===== config.mk =====
export PLATFORM = sky130hd
export DESIGN_NAME = cam_dvp_capture
export DESIGN_NICKNAME = d
export VERILOG_FILES = /design/src/rtl/cam_dvp_capture.sv
export SDC_FILE = /design/constraint.sdc
export NUM_CORES = 1
export LEC_CHECK = 0
export BUFFER_PORTS_ARGS = -buffer_cell sky130_fd_sc_hd__buf_2
export CELL_PAD_IN_SITES_DETAIL_PLACEMENT = 1
export CELL_PAD_IN_SITES_GLOBAL_PLACEMENT = 1
export CORE_MARGIN = 3
export CORE_UTILIZATION = 40
export DETAILED_ROUTE_END_ITERATION = 16
export MAX_ROUTING_LAYER = met4
export PLACE_DENSITY_LB_ADDON = 0.12
export REMOVE_ABC_BUFFERS = 1
export SLEW_MARGIN = 20
export SYNTH_ARGS = -nofsm -noshare
export SYNTH_HDL_FRONTEND = slang
export SYNTH_SLANG_ARGS = --single-unit

===== constraint.sdc =====
create_clock -name pclk -period 5.34 [get_ports pclk]
set_input_delay 0.267 -clock pclk [delete_from_list [all_inputs] [get_ports pclk]]
set_output_delay 0.267 -clock pclk [all_outputs]
set_load 0.005 [all_outputs]

===== src/rtl/cam_dvp_capture.sv =====
// DVP camera capture front end.
// Stages the camera pins once on pclk, skips a configurable number of start-up
// frames, packs bytes into 8- or 16-bit pixels, crops to a window and emits
// pixels with SOF/EOL flags, a frame counter and a sticky line-length error.
//
// Output handshake: pix_valid is a one-cycle qualifier with no back-pressure;
// pix_data, sof and eol are meaningful only while pix_valid=1, and pix_data
// holds its last value otherwise.
module cam_dvp_capture #(
    parameter int IN_W        = 1024,
    parameter int IN_H        = 768,
    parameter int WIN_X0      = 0,
    parameter int WIN_Y0      = 0,
    parameter int WIN_W       = 1024,
    parameter int WIN_H       = 768,
    parameter int SKIP_FRAMES = 10
) (
    input  logic        pclk,
    input  logic        rst_n,
    input  logic        en,
    input  logic        vsync,
    input  logic        href,
    input  logic [7:0]  din,
    input  logic        byte_mode,
    output logic        pix_valid,
    output logic [15:0] pix_data,
    output logic        sof,
    output logic        eol,
    output logic [7:0]  frame_cnt,
    output logic        line_err,
    output logic        capturing
);

    // x needs headroom above IN_W so an over-long line is still distinguishable
    // from a correct one; it saturates instead of wrapping.
    localparam int X_W  = $clog2(IN_W + 2);
    localparam int Y_W  = $clog2(IN_H + 1);
    localparam int SK_W = $clog2(SKIP_FRAMES + 2);

    localparam logic [X_W-1:0]  X_LEN   = X_W'(IN_W);
    localparam logic [X_W-1:0]  WX0     = X_W'(WIN_X0);
    localparam logic [X_W-1:0]  WXW     = X_W'(WIN_W);
    localparam logic [X_W-1:0]  WX_LAST = X_W'(WIN_X0 + WIN_W - 1);
    localparam logic [X_W-1:0]  X_ONE   = X_W'(1);
    localparam logic [Y_W-1:0]  Y_LEN   = Y_W'(IN_H);
    localparam logic [Y_W-1:0]  WY0     = Y_W'(WIN_Y0);
    localparam logic [Y_W-1:0]  WYH     = Y_W'(WIN_H);
    localparam logic [Y_W-1:0]  Y_ONE   = Y_W'(1);
    localparam logic [SK_W-1:0] SK_LOAD = SK_W'(SKIP_FRAMES);
    localparam logic [SK_W-1:0] SK_ONE  = SK_W'(1);

    typedef enum logic [1:0] {
        ST_IDLE    = 2'd0,
        ST_WAIT_VS = 2'd1,
        ST_SKIP    = 2'd2,
        ST_ACTIVE  = 2'd3
    } state_t;

    state_t          state;
    logic [SK_W-1:0] skip_cnt;
    logic            mode8;      // byte_mode latched at frame start
    logic            phase;      // 1 = high byte of a 16-bit pixel is pending
    logic [7:0]      hi_byte;
    logic [X_W-1:0]  x;
    logic [Y_W-1:0]  y;

    // Pin staging: stage 1 feeds the datapath, stage 2 only exists for edges.
    logic       vs1, hr1, vs2, hr2;
    logic [7:0] d1;

    // Register camera pins once, then once more for edge detection.
    always_ff @(posedge pclk or negedge rst_n) begin
        if (!rst_n) begin
            vs1 <= 1'b0;
            hr1 <= 1'b0;
            d1  <= 8'h00;
            vs2 <= 1'b0;
            hr2 <= 1'b0;
        end else begin
            vs1 <= vsync;
            hr1 <= href;
            d1  <= din;
            vs2 <= vs1;
            hr2 <= hr1;
        end
    end

    logic            vs_rise;
    logic            hr_rise;
    logic            line_end;
    logic            byte_ok;
    logic            cur_phase;
    logic [X_W-1:0]  cur_x;
    logic [X_W-1:0]  next_x;
    logic            pix_done;
    logic [15:0]     pix_word;
    logic [X_W-1:0]  x_off;
    logic [Y_W-1:0]  y_off;
    logic            in_win;
    logic            len_bad;

    // Edge detection, byte packing and window decode for the current byte.
    always_comb begin
        vs_rise   = vs1 & ~vs2;
        hr_rise   = hr1 & ~hr2;
        // A line only counts if it was open while vsync was low; a line end
        // coinciding with a vsync rise still counts.
        line_end  = ~hr1 & hr2 & ~vs2;
        byte_ok   = (state == ST_ACTIVE) & hr1 & ~vs1;
        cur_phase = hr_rise ? 1'b0 : phase;
        cur_x     = hr_rise ? '0 : x;
        next_x    = (cur_x == '1) ? cur_x : cur_x + X_ONE;
        pix_done  = byte_ok & (mode8 | cur_phase);
        pix_word  = mode8 ? {8'h00, d1} : {hi_byte, d1};
        // Unsigned offset trick: a position left of/above the window wraps to
        // a large value, so one compare per axis covers both bounds.
        x_off     = cur_x - WX0;
        y_off     = y - WY0;
        in_win    = (x_off < WXW) & (y_off < WYH);
        len_bad   = (x != X_LEN) | (~mode8 & phase) | (y == Y_LEN);
    end

    // Capture FSM with its counters and registered pixel outputs.
    always_ff @(posedge pclk or negedge rst_n) begin
        if (!rst_n) begin
            state     <= ST_IDLE;
            skip_cnt  <= '0;
            mode8     <= 1'b0;
            phase     <= 1'b0;
            hi_byte   <= 8'h00;
            x         <= '0;
            y         <= '0;
            pix_valid <= 1'b0;
            pix_data  <= 16'h0000;
            sof       <= 1'b0;
            eol       <= 1'b0;
            frame_cnt <= 8'h00;
            line_err  <= 1'b0;
            capturing <= 1'b0;
        end else if (!en) begin
            // Disable aborts everything except the frame counter.
            state     <= ST_IDLE;
            skip_cnt  <= '0;
            phase     <= 1'b0;
            x         <= '0;
            y         <= '0;
            pix_valid <= 1'b0;
            sof       <= 1'b0;
            eol       <= 1'b0;
            line_err  <= 1'b0;
            capturing <= 1'b0;
        end else begin
            pix_valid <= 1'b0;
            sof       <= 1'b0;
            eol       <= 1'b0;
            case (state)
                ST_IDLE: begin
                    state <= ST_WAIT_VS;
                end

                ST_WAIT_VS: begin
                    if (vs_rise) begin
                        skip_cnt <= SK_LOAD;
                        mode8    <= byte_mode;
                        x        <= '0;
                        y        <= '0;
                        phase    <= 1'b0;
                        if (SKIP_FRAMES == 0) begin
                            state     <= ST_ACTIVE;
                            capturing <= 1'b1;
                            frame_cnt <= frame_cnt + 8'd1;
                        end else begin
                            state <= ST_SKIP;
                        end
                    end
                end

                ST_SKIP: begin
                    if (vs_rise) begin
                        if (skip_cnt <= SK_ONE) begin
                            skip_cnt  <= '0;
                            state     <= ST_ACTIVE;
                            capturing <= 1'b1;
                            frame_cnt <= frame_cnt + 8'd1;
                            mode8     <= byte_mode;
                            x         <= '0;
                            y         <= '0;
                            phase     <= 1'b0;
                        end else begin
                            skip_cnt <= skip_cnt - SK_ONE;
                        end
                    end
                end

                ST_ACTIVE: begin
                    // Byte packing and pixel position.
                    if (byte_ok) begin
                        if (!mode8 && !cur_phase) begin
                            hi_byte <= d1;
                        end
                        phase <= mode8 ? 1'b0 : ~cur_phase;
                    end else if (hr_rise) begin
                        phase <= 1'b0;
                    end

                    if (pix_done) begin
                        x <= next_x;
                    end else if (hr_rise) begin
                        x <= '0;
                    end

                    if (pix_done && in_win) begin
                        pix_valid <= 1'b1;
                        pix_data  <= pix_word;
                        sof       <= (cur_x == WX0) && (y == WY0);
                        eol       <= (cur_x == WX_LAST);
                    end

                    // Line end is evaluated before any frame clear below.
                    if (line_end) begin
                        if (len_bad) begin
                            line_err <= 1'b1;
                        end
                        if (y != Y_LEN) begin
                            y <= y + Y_ONE;
                        end
                    end

                    if (vs_rise) begin
                        frame_cnt <= frame_cnt + 8'd1;
                        mode8     <= byte_mode;
                        x         <= '0;
                        y         <= '0;
                        phase     <= 1'b0;
                    end
                end

                default: begin
                    state <= ST_IDLE;
                end
            endcase
        end
    end

endmodule


# [Word-level counts from Yosys, hierarchy flattened]
# Index checks and enable logic that the tools add are counted.
[word_totals] regBits=78 inputBits=14 output_inout_bits=29 word_cells=153
[classes] add_sub_neg=4 magnitude_cmp=3 eq_ne=26 mux=62 bitwise_logic=18 reduce_logical=21
[op_table] operator="11-bit 2-to-1 mux" count=8
[op_table] operator="10-bit 2-to-1 mux" count=7
[op_table] operator="11-bit one-hot mux with 3 select lines" count=1
[op_table] operator="10-bit one-hot mux with 3 select lines" count=1
[op_table] operator="1-bit 2-to-1 mux" count=28
[op_table] operator="8-bit 2-to-1 mux" count=3
[op_table] operator="16-bit 2-to-1 mux" count=1
[op_table] operator="4-bit 2-to-1 mux" count=4
[op_table] operator="8-bit one-hot mux with 2 select lines" count=1
[op_table] operator="2-bit by 1-bit inequality test with 1-bit output, second input constant" count=7
[op_table] operator="3-bit AND reduction" count=4
[op_table] operator="4-bit AND reduction" count=3
[op_table] operator="11-bit by 1-bit adder with 11-bit output, second input constant" count=1
[op_table] operator="11-bit by 10-bit == test with 1-bit output, second input constant" count=1
[op_table] operator="11-bit == test, second input constant" count=1
[op_table] operator="11-bit zero test" count=1
[op_table] operator="11-bit less-than comparator, second input constant" count=1
[op_table] operator="11-bit inequality test, second input constant" count=1
[op_table] operator="10-bit by 1-bit adder with 10-bit output, second input constant" count=1
[op_table] operator="10-bit == test, second input constant" count=1
[op_table] operator="10-bit zero test" count=1
[op_table] operator="10-bit less-than comparator, second input constant" count=1
[op_table] operator="10-bit inequality test, second input constant" count=1
[op_table] operator="5-bit AND reduction" count=2
[op_table] operator="25 further kinds" count=53

# [Depth between registers and ports, before layout]
# Gate-level depths: netlist of the first run.
[depth] ltp_word=9 depth_mapped=9 mapped_depth_nobuf=8

# [Least setup slack after synthesis of the first run]
# Ideal clock, no wire load.
[synth_path] path_type="register to register" start="reg hr2" end="reg x[7]" setup_ns=0.104 arrival_time_ns=1.929 t_required_ns=5.236 setup_slack_ns=3.306 stages_incl_launch_ff=9 n_path_buf=1 synth_period_minus_slack_ns=2.034 cell_sequence="dfrtp_1 nand2b_2 buf_6 and2_1 ha_1 nand3_1 o21ai_2 or3_1 o311ai_1"
[synth_between] elab_chain_len=9 elab_cells_between_ends=13 cone_classes="1 x add/sub; 1 x eq/ne; 7 x mux; 4 x bitwise"
[synth_lines] element="from (decl)" line="68" source="logic vs1, hr1, vs2, hr2;"
[synth_lines] element="from (signal assigned)" line="84" source="hr2 <= hr1;"
[synth_lines] element="1-bit NOT *" line="105" source="hr_rise = hr1 & ~hr2;"
[synth_lines] element="1-bit AND *" line="105"
[synth_lines] element="11-bit 2-to-1 mux or 1-bit 2-to-1 mux (tied branches)"
[synth_lines] element="11-bit by 1-bit adder with 11-bit output (tied with other cells)" line="112" source="next_x = (cur_x == '1) ? cur_x : cur_x + X_ONE;"
[synth_lines] element="11-bit 2-to-1 mux or 1-bit AND (tied branches)" line="112, 113"
[synth_lines] element="11-bit 2-to-1 mux *" line="206" source="if (pix_done) begin"
[synth_lines] element="11-bit 2-to-1 mux *" line="229" source="if (vs_rise) begin"
[synth_lines] element="11-bit one-hot mux with 3 select lines *" line="156" source="case (state)"
[synth_lines] element="11-bit 2-to-1 mux *" line="140" source="end else if (!en) begin"
[synth_lines] element="to (signal assigned)" line="207" source="x <= next_x;"
[synth_lines] element="to (decl)" line="64" source="logic [X_W-1:0] x;"
# Every way passes the cells marked *; elsewhere a longest branch is shown, timed or not.
# A chain may end at the register's enable or synchronous reset.

# [Worst setup path in the final report of the first run]
[layout_path] start="reg skip_cnt[0]" end="reg y[9]"
[layout_between] elab_chain_len=3
[layout_lines] element="from (decl)" line="60" source="logic [SK_W-1:0] skip_cnt;"
[layout_lines] element="from (signal assigned)" line="190" source="skip_cnt <= skip_cnt - SK_ONE;"
[layout_lines] element="4-bit by 1-bit <= comparator with 1-bit output" line="180" source="if (skip_cnt <= SK_ONE) begin"
[layout_lines] element="3-bit inequality test (no source line)"
[layout_lines] element="6-bit AND reduction (no source line)"
[layout_lines] element="to (signal assigned)" line="225" source="y <= y + Y_ONE;"
[layout_lines] element="to (decl)" line="65" source="logic [Y_W-1:0] y;"
# Every way passes these cells.

==> results of run 1 <==
layer usage:
| metal | wire [um] | part of all wire, % | global-route usage (%) |
|---|---|---|---|
| met5 | 0 | 0 | - |
| met4 | 114 | 1.3 | 5.68 |
| met3 | 365 | 4.1 | 4.33 |
| met2 | 4240 | 48 | 29.2 |
| met1 | 4160 | 47 | 25.1 |
flip-flops by register name, indices dropped and copies added, names as in the netlist:
| register | cells |
|---|---|
| state | 2 |
| x | 11 |
| vs2 | 1 |
| skip_cnt | 4 |
| hi_byte | 8 |
| sof | 1 |
| capturing | 1 |
| hr2 | 1 |
| pix_valid | 1 |
| line_err | 1 |
| frame_cnt | 8 |
| y | 10 |
| pix_data | 16 |
| eol | 1 |
| phase | 1 |
| d1 | 8 |
| vs1 | 1 |
| hr1 | 1 |
| mode8 | 1 |
repair_timing:
| item | 4_1_cts | 5_1_grt |
|---|---|---|
| hold buffers | 1 | 5 |
| setup endpoints to repair | 0 | 0 |
| gates resized for setup | 0 | 0 |
| setup buffers | 0 | 0 |
| hold endpoints to repair | 1 | 22 |
cell families (layout without fill, tap and decap cells):
| family | Yosys count | count (layout) | synth area share (%) |
|---|---|---|---|
| simple gates | 130 | 130 | 18.4 |
| mux | 19 | 19 | 5.67 |
| flops | 78 | 78 | 52.0 |
| compound gates | 85 | 85 | 15.8 |
| xor+xnor | 7 | 7 | 1.63 |
| fa+ha+maj | 11 | 11 | 3.67 |
| buf+inv | 24 | 79 | 2.77 |
power by group through the flow:
stage / Sequential [uW] / Clock (uW) / Combinational (uW)
final: 696 / 384 / 281
after global routing: 705 / 428 / 314
after CTS: 698 / 399 / 280
after detailed placement: 709 / 0 / 279
after global placement: 704 / 0 / 266
after floorplan: 694 / 0 / 191
area by class of cell:
type	count	area (um2)
Fill cell	1005	4630
Clock inverter	6	40.0
Inverter	15	56.3
Clock buffer	9	124
Timing Repair Buffer	49	300
Tap cell	108	135
Multi-Input combinational cell	252	1700
Sequential cell	78	1950
through the flow:
stage / instances / hold WS (ns) / utilization, % / power, uW
6_report: 517 / 0.0196 / 48.2 / 1360
5_1_grt: 517 / 0.0000989 / 48.2 / 1450
4_1_cts: 511 / 0.000465 / 47.3 / 1380
3_5_place_dp: 495 / 0.377 / 45.4 / 988
3_3_place_gp: 495 / 0.375 / 45.4 / 971
2_1_floorplan: 345 / -0.0286 / - / 884
worst max-delay path, cell delays in order, from the launching register on:
cell     delay, ns
dfrtp_1       0.38
inv_1         0.08
ha_1          0.22
or2_2         0.32
a31oi_1       0.39
o31a_1        0.60
o21ai_0       0.21
o31ai_1       0.10
cells in the mapped netlist, types with 5 or more instances:
master / count / share of area [%]
nand4_1: 12 / 2.0
nand3_1: 13 / 1.7
a21oi_1: 8 / 1.1
mux2_2: 18 / 5.4
ha_1: 11 / 3.7
nor2_1: 21 / 2.1
and3_1: 9 / 1.5
o31ai_1: 6 / 1.2
nor3b_1: 5 / 1.0
dfrtp_1: 78 / 52
nand2b_1: 10 / 1.7
a21o_1: 6 / 1.2
inv_1: 15 / 1.5
nor3_1: 6 / 0.80
a31oi_1: 11 / 1.8
nand2_1: 34 / 3.4
o21ai_0: 27 / 3.6
worst max path at each step:
stage,endpoint,slack (ns),cells after the start,start
finish,y[9],2.95,7,skip_cnt[0]
floorplan,x[7],3.32,7,hr2
global route,x[7],2.71,5,state[0]
CTS,y[4],2.90,7,skip_cnt[0]
detailed placement,y[3],2.94,7,skip_cnt[0]
global placement,phase,3.02,7,skip_cnt[0]
==> implementation parameters, run 1 <==
Parameter                              Value

GRT
  Via count of the first global-routing pass ... 3,052
  Global-route wire length before repair ... 15.3 mm
  Maximum number of pins on one net before global-route repair ... 79
  GRT Util Overall ... 18.9%
  Antenna violations before repair ... 0
  Total congestion overflow after global routing ... 0

Layout
  Area delta synth->final ... 14.7%
  Most common cell after layout, fill and taps aside ... dfrtp_1
  Net count of the finished layout ... 430
  Layout cells sized above 1 ... 21.8%
  Total non-filler cell area in the finished layout ... 4300 um2
  Most used cells in the layout excluding fill and tap cells ... dfrtp_1, buf_2, nand2_1
  Count of inserted antenna diode cells ... 0

Route
  Routed len/inst ... 17.2 um
  First-pass detailed-route iteration total ... 4
  Via-per-instance ratio ... 5.63
  Count of vias placed by the detailed router ... 2,909
  Remaining antenna violation count ... 0
  1st-iter DRT viols ... 146
  Final wirelength ... 8.88 mm
  Remaining design rule violation count ... 0

Setup path
  Category of the most critical setup path ... reg2reg
  Count of cells along the worst register-to-register path ... 7
  Largest driver fanout on the critical path ... 14
  Minimum setup slack among reg-to-reg paths ... 2.95 ns
  Critical register-to-register path endpoint ... y[9]
  Category of the worst setup path launch point ... register
  Origin of the critical flop-to-flop path ... skip_cnt[0]
  CP Data Required Time ... 5.59 ns
  Category of the worst setup path capture point ... register
  Arrival time worst endpoint ... 2.64 ns

Clock tree
  TritonCTS buffer count ... 9
  TritonCTS sink count ... 78
  Clock insertion delay at the later pin of the skew report ... 0.35 ns
  Htree depth ... 3
  Clock-pin slew on the worst setup and hold paths ... 0.08 ns
  Clock root buffer master ... clkbuf_8
  Clock tree from TritonCTS ... yes
  Max Root-Sink Buffers ... 2

Timing
  Final-report hold violation count ... 0
  Slew headroom ... 48.1%
  RSZ-0062 raised after global routing ... false
  Setup slack of the critical path after layout ... 2.95 ns
  Maximum clock frequency ... 0.418 GHz
  Final count of pins violating max slew ... 0
  Setup violations, final ... 0
  Clock skew after layout ... 0.0127 ns
  Minimum clock period ... 2.39 ns
  Final worst-path cycle share ... 44.8%
  Slew at the pin closest to its max-slew limit ... 0.773 ns
  Fin Setup TNS ... 0 ns

Pwr
  Total internal power ... 928 uW
  Static leakage power ... 0.00206 uW
  Peak ir drop on the vdd network ... 0.229 mV
  Pwr per Cell Area ... 316 nW/um2
  Clock share of power ... 28.2%
  Net switching power ... 433 uW
  Sw Share ... 31.8%
  Sequential share of power ... 51.1%
  Comb pwr share ... 20.7%

Floorplan
  Row count ... 34
  Io pins ... 43
  Die ar. ... 10,600 um2
  Placeable core region ... 8930 um2
  Die width ... 103 um
  Die span in y ... 103 um
  Starting density of the core ... 42.0%

Synth
  EDFF count, synth ... 0
  Post-synthesis sequential area ratio ... 52.0%
  Async set or reset register ratio after synthesis ... 100%
  Post-synthesis sequential element count ... 78
  Most frequently used flop master after synthesis ... dfrtp_1
  Library cells used by synthesis ... 54
  Number of warnings issued by yosys ... 0
  Mean Syn Cell Area ... 10.6 um2
  Mapped cell area ... 3750 um2
  Cell count after synthesis ... 354

Place
  Cell area reported after detailed placement ... 4050 um2
  Port-buffer cells ... 42
  Estimated wirelength of the detail-placed design ... 6.18 mm
  RePlAce Congestion ... 0.818
  Pre-CTS setup slack ... 2.94 ns

Hold path
  Worst Hold Path EP ... d1[0]
  Worst hold path cell count ... 1
  Startpoint of the lowest-slack hold path ... din[0]
  Worst hold path type ... in2reg

Run
  Count of max-cap constraint violations ... 0

Status
  Status ... finished clean
No activity file was read; power rests on OpenSTA's default activity.
==> run 2: changes to the inputs <==
==> constraint.sdc (replaced) <==
create_clock -name pclk -period 2.43 [get_ports pclk]
set_input_delay 0.1215 -clock pclk [delete_from_list [all_inputs] [get_ports pclk]]
set_output_delay 0.1215 -clock pclk [all_outputs]
set_load 0.005 [all_outputs]
==> implementation parameters, run 2 (synthesis results as in run 1) <==
Parameter                              Value

Route
  Remaining design rule violation count ... 0 (unchanged)
  Final wirelength ... 9.49 mm (+6.8%)
  Routed len/inst ... 17.7 um (+3.2%)
  Count of vias placed by the detailed router ... 2,985 (+2.6%)
  Via-per-instance ratio ... 5.58 (-0.84%)
  First-pass detailed-route iteration total ... 4 (unchanged)
  1st-iter DRT viols ... 92 (-37%)
  Remaining antenna violation count ... 0 (unchanged)

Setup path
  CP Data Required Time ... 2.65 ns (-2.94 ns)
  Category of the worst setup path capture point ... register
  Largest driver fanout on the critical path ... 8 (-6)
  Category of the worst setup path launch point ... register
  Category of the most critical setup path ... reg2reg
  Arrival time worst endpoint ... 2.40 ns (-0.24 ns)

Place
  Cell area reported after detailed placement ... 4150 um2 (+2.4%)
  RePlAce Congestion ... 0.805 (-1.6%)
  Placed Cells incl. Taps ... 508 (+2.6%)
  Estimated wirelength of the detail-placed design ... 6.65 mm (+7.7%)
  Port-buffer cells ... 42 (unchanged)
  Pre-CTS setup slack ... 0.259 ns (-2.68 ns)

Layout
  Filler instances ... 1,010 (+0.50%)
  Sequential Area ... 1950 um2 (unchanged)
  Count of inserted antenna diode cells ... 0 (unchanged)
  Total non-filler cell area in the finished layout ... 4490 um2 (+4.3%)
  Most common cell after layout, fill and taps aside ... dfrtp_1
  Register name with the most flops ... pix_data
  Net count of the finished layout ... 447 (+4.0%)
  Post-route insts no fill ... 535 (+3.5%)
  Max FFs per register ... 16 (unchanged)
  Footprint of the multi-input gates ... 1700 um2 (unchanged)
  Area delta synth->final ... 19.6%
  Layout cells sized above 1 ... 23.9% (+2.1 points)
  Most used cells in the layout excluding fill and tap cells ... dfrtp_1, buf_2, nand2_1
  Registers with the highest flip-flop counts ... pix_data: 16 flops, x: 11 flops, y: 10 flops

Floorplan
  Row count ... 34 (unchanged)
  Io pins ... 43 (unchanged)
  Placeable core region ... 8930 um2 (unchanged)
  Die ar. ... 10,600 um2 (unchanged)
  Die width ... 103 um (unchanged)
  Starting density of the core ... 42.0% (unchanged)
  Die span in y ... 103 um (unchanged)

Status
  Status ... finished clean

Timing
  Clock skew after layout ... 0.0105 ns (-0.00226 ns)
  Slew at the pin closest to its max-slew limit ... 0.650 ns (-0.124 ns)
  Minimum clock period ... 2.19 ns (-0.207 ns)
  Fin Setup TNS ... 0 ns (unchanged)
  Setup violations, final ... 0 (unchanged)
  Final worst-path cycle share ... 89.9% (+45 points)
  Final-report hold violation count ... 0 (unchanged)
  Slew headroom ... 56.1% (+8.0 points)
  Final count of pins violating max slew ... 0 (unchanged)
  Setup slack of the critical path after layout ... 0.244 ns (-2.70 ns)
  RSZ-0062 raised after global routing ... false
  Maximum clock frequency ... 0.458 GHz (+9.5%)

Run
  Count of max-cap constraint violations ... 0 (unchanged)

Clock tree
  Htree depth ... 3 (unchanged)
  Clock root buffer master ... clkbuf_8
  Count of buffers added by post-CTS timing repair for setup ... 0 (unchanged)
  TritonCTS buffer count ... 9 (unchanged)
  Clock-pin slew on the worst setup and hold paths ... 0.09 ns (about the same)
  TritonCTS sink count ... 78 (unchanged)
  Max Root-Sink Buffers ... 2 (unchanged)
  Clock tree from TritonCTS ... yes
  Clock insertion delay at the later pin of the skew report ... 0.36 ns (about the same)

GRT
  Met2 GRT Util ... 32.3% (+3.1 points)
  Most heavily used metal layer in global routing ... met2
  Maximum number of pins on one net before global-route repair ... 43 (-46%)
  Met1 routing resource usage after global routing ... 25.8% (+0.72 points)
  Global-route wire length before repair ... 16.0 mm (+4.3%)
  Antenna violations before repair ... 0 (unchanged)
  GRT Util Overall ... 20.0% (+1.0 points)
  Total congestion overflow after global routing ... 0 (unchanged)
  Via count of the first global-routing pass ... 3,152 (+3.3%)
  Global-route met3 utilization ... 3.72% (-0.61 points)

Pwr
  Power consumption ... 3310 uW (+140%)
  Peak ir drop on the vdd network ... 0.392 mV (+71%)
  Pwr per Cell Area ... 737 nW/um2 (+130%)
  Static leakage power ... 0.00215 uW (+4.7%)

Hold path
  Worst hold path type ... in2reg
## run 2: layer usage
layer	wire length (um)	vias to the layer above
met4	104	0
met3	217	12
li1	-	1421
met1	4450	1516
met2	4710	36
met5	0	-
## run 2: critical path: stages, from the launching register on
cell and delay [ns]:
dfrtp_1 0.43, nand2b_2 0.26, and2_1 0.22, ha_1 0.24
nand3_1 0.16, o21ai_2 0.14, o311ai_0 0.45, o311ai_1 0.17
## run 2: worst paths after layout
| kind | start | end | slack [ns] | cells after the start |
|---|---|---|---|---|
| min reg2reg | vs1 | vs2 | 0.47 | 0 |
| min in group asynchronous | rst_n | y[7] | 0.28 | 2 |
| max reg2reg | hr2 | x[7] | 0.24 | 7 |
| min | byte_mode | mode8 | 0.03 | 2 |
| max | hr2 | x[7] | 0.24 | 7 |
| max in group asynchronous | rst_n | x[8] | 1.47 | 3 |
## run 2: metrics by stage
stage	utilization (%)	hold slack [ns]
after CTS	50.3	0.00240
after global placement	46.5	0.146
final	50.3	0.0258
after detailed placement	46.5	0.153
after global routing	50.3	0.0132
after floorplan	-	-0.174
## run 2: area by class of cell
class                           count  share of cell area (%)
Clock buffer                        9                    2.76
Clock inverter                      7                    2.34
Inverter                           15                    1.25
Multi-Input combinational cell    252                    37.8
Sequential cell                    78                    43.5
Tap cell                          108                    3.01
Timing Repair Buffer               66                    9.36
## run 2: where the power goes
group          internal, uW  total (uW)  switching (uW)
registers              1420        1530             116
clock network           595        1130             534
logic                   287         650             363
total                  2300        3310            1010
## run 2: timing repair
item                                    in CTS  in global routing
resized for setup                            0                  0
hold buffers                                11                  0
hold endpoints to repair                    50                  0
endpoints found under the setup margin       0                  0
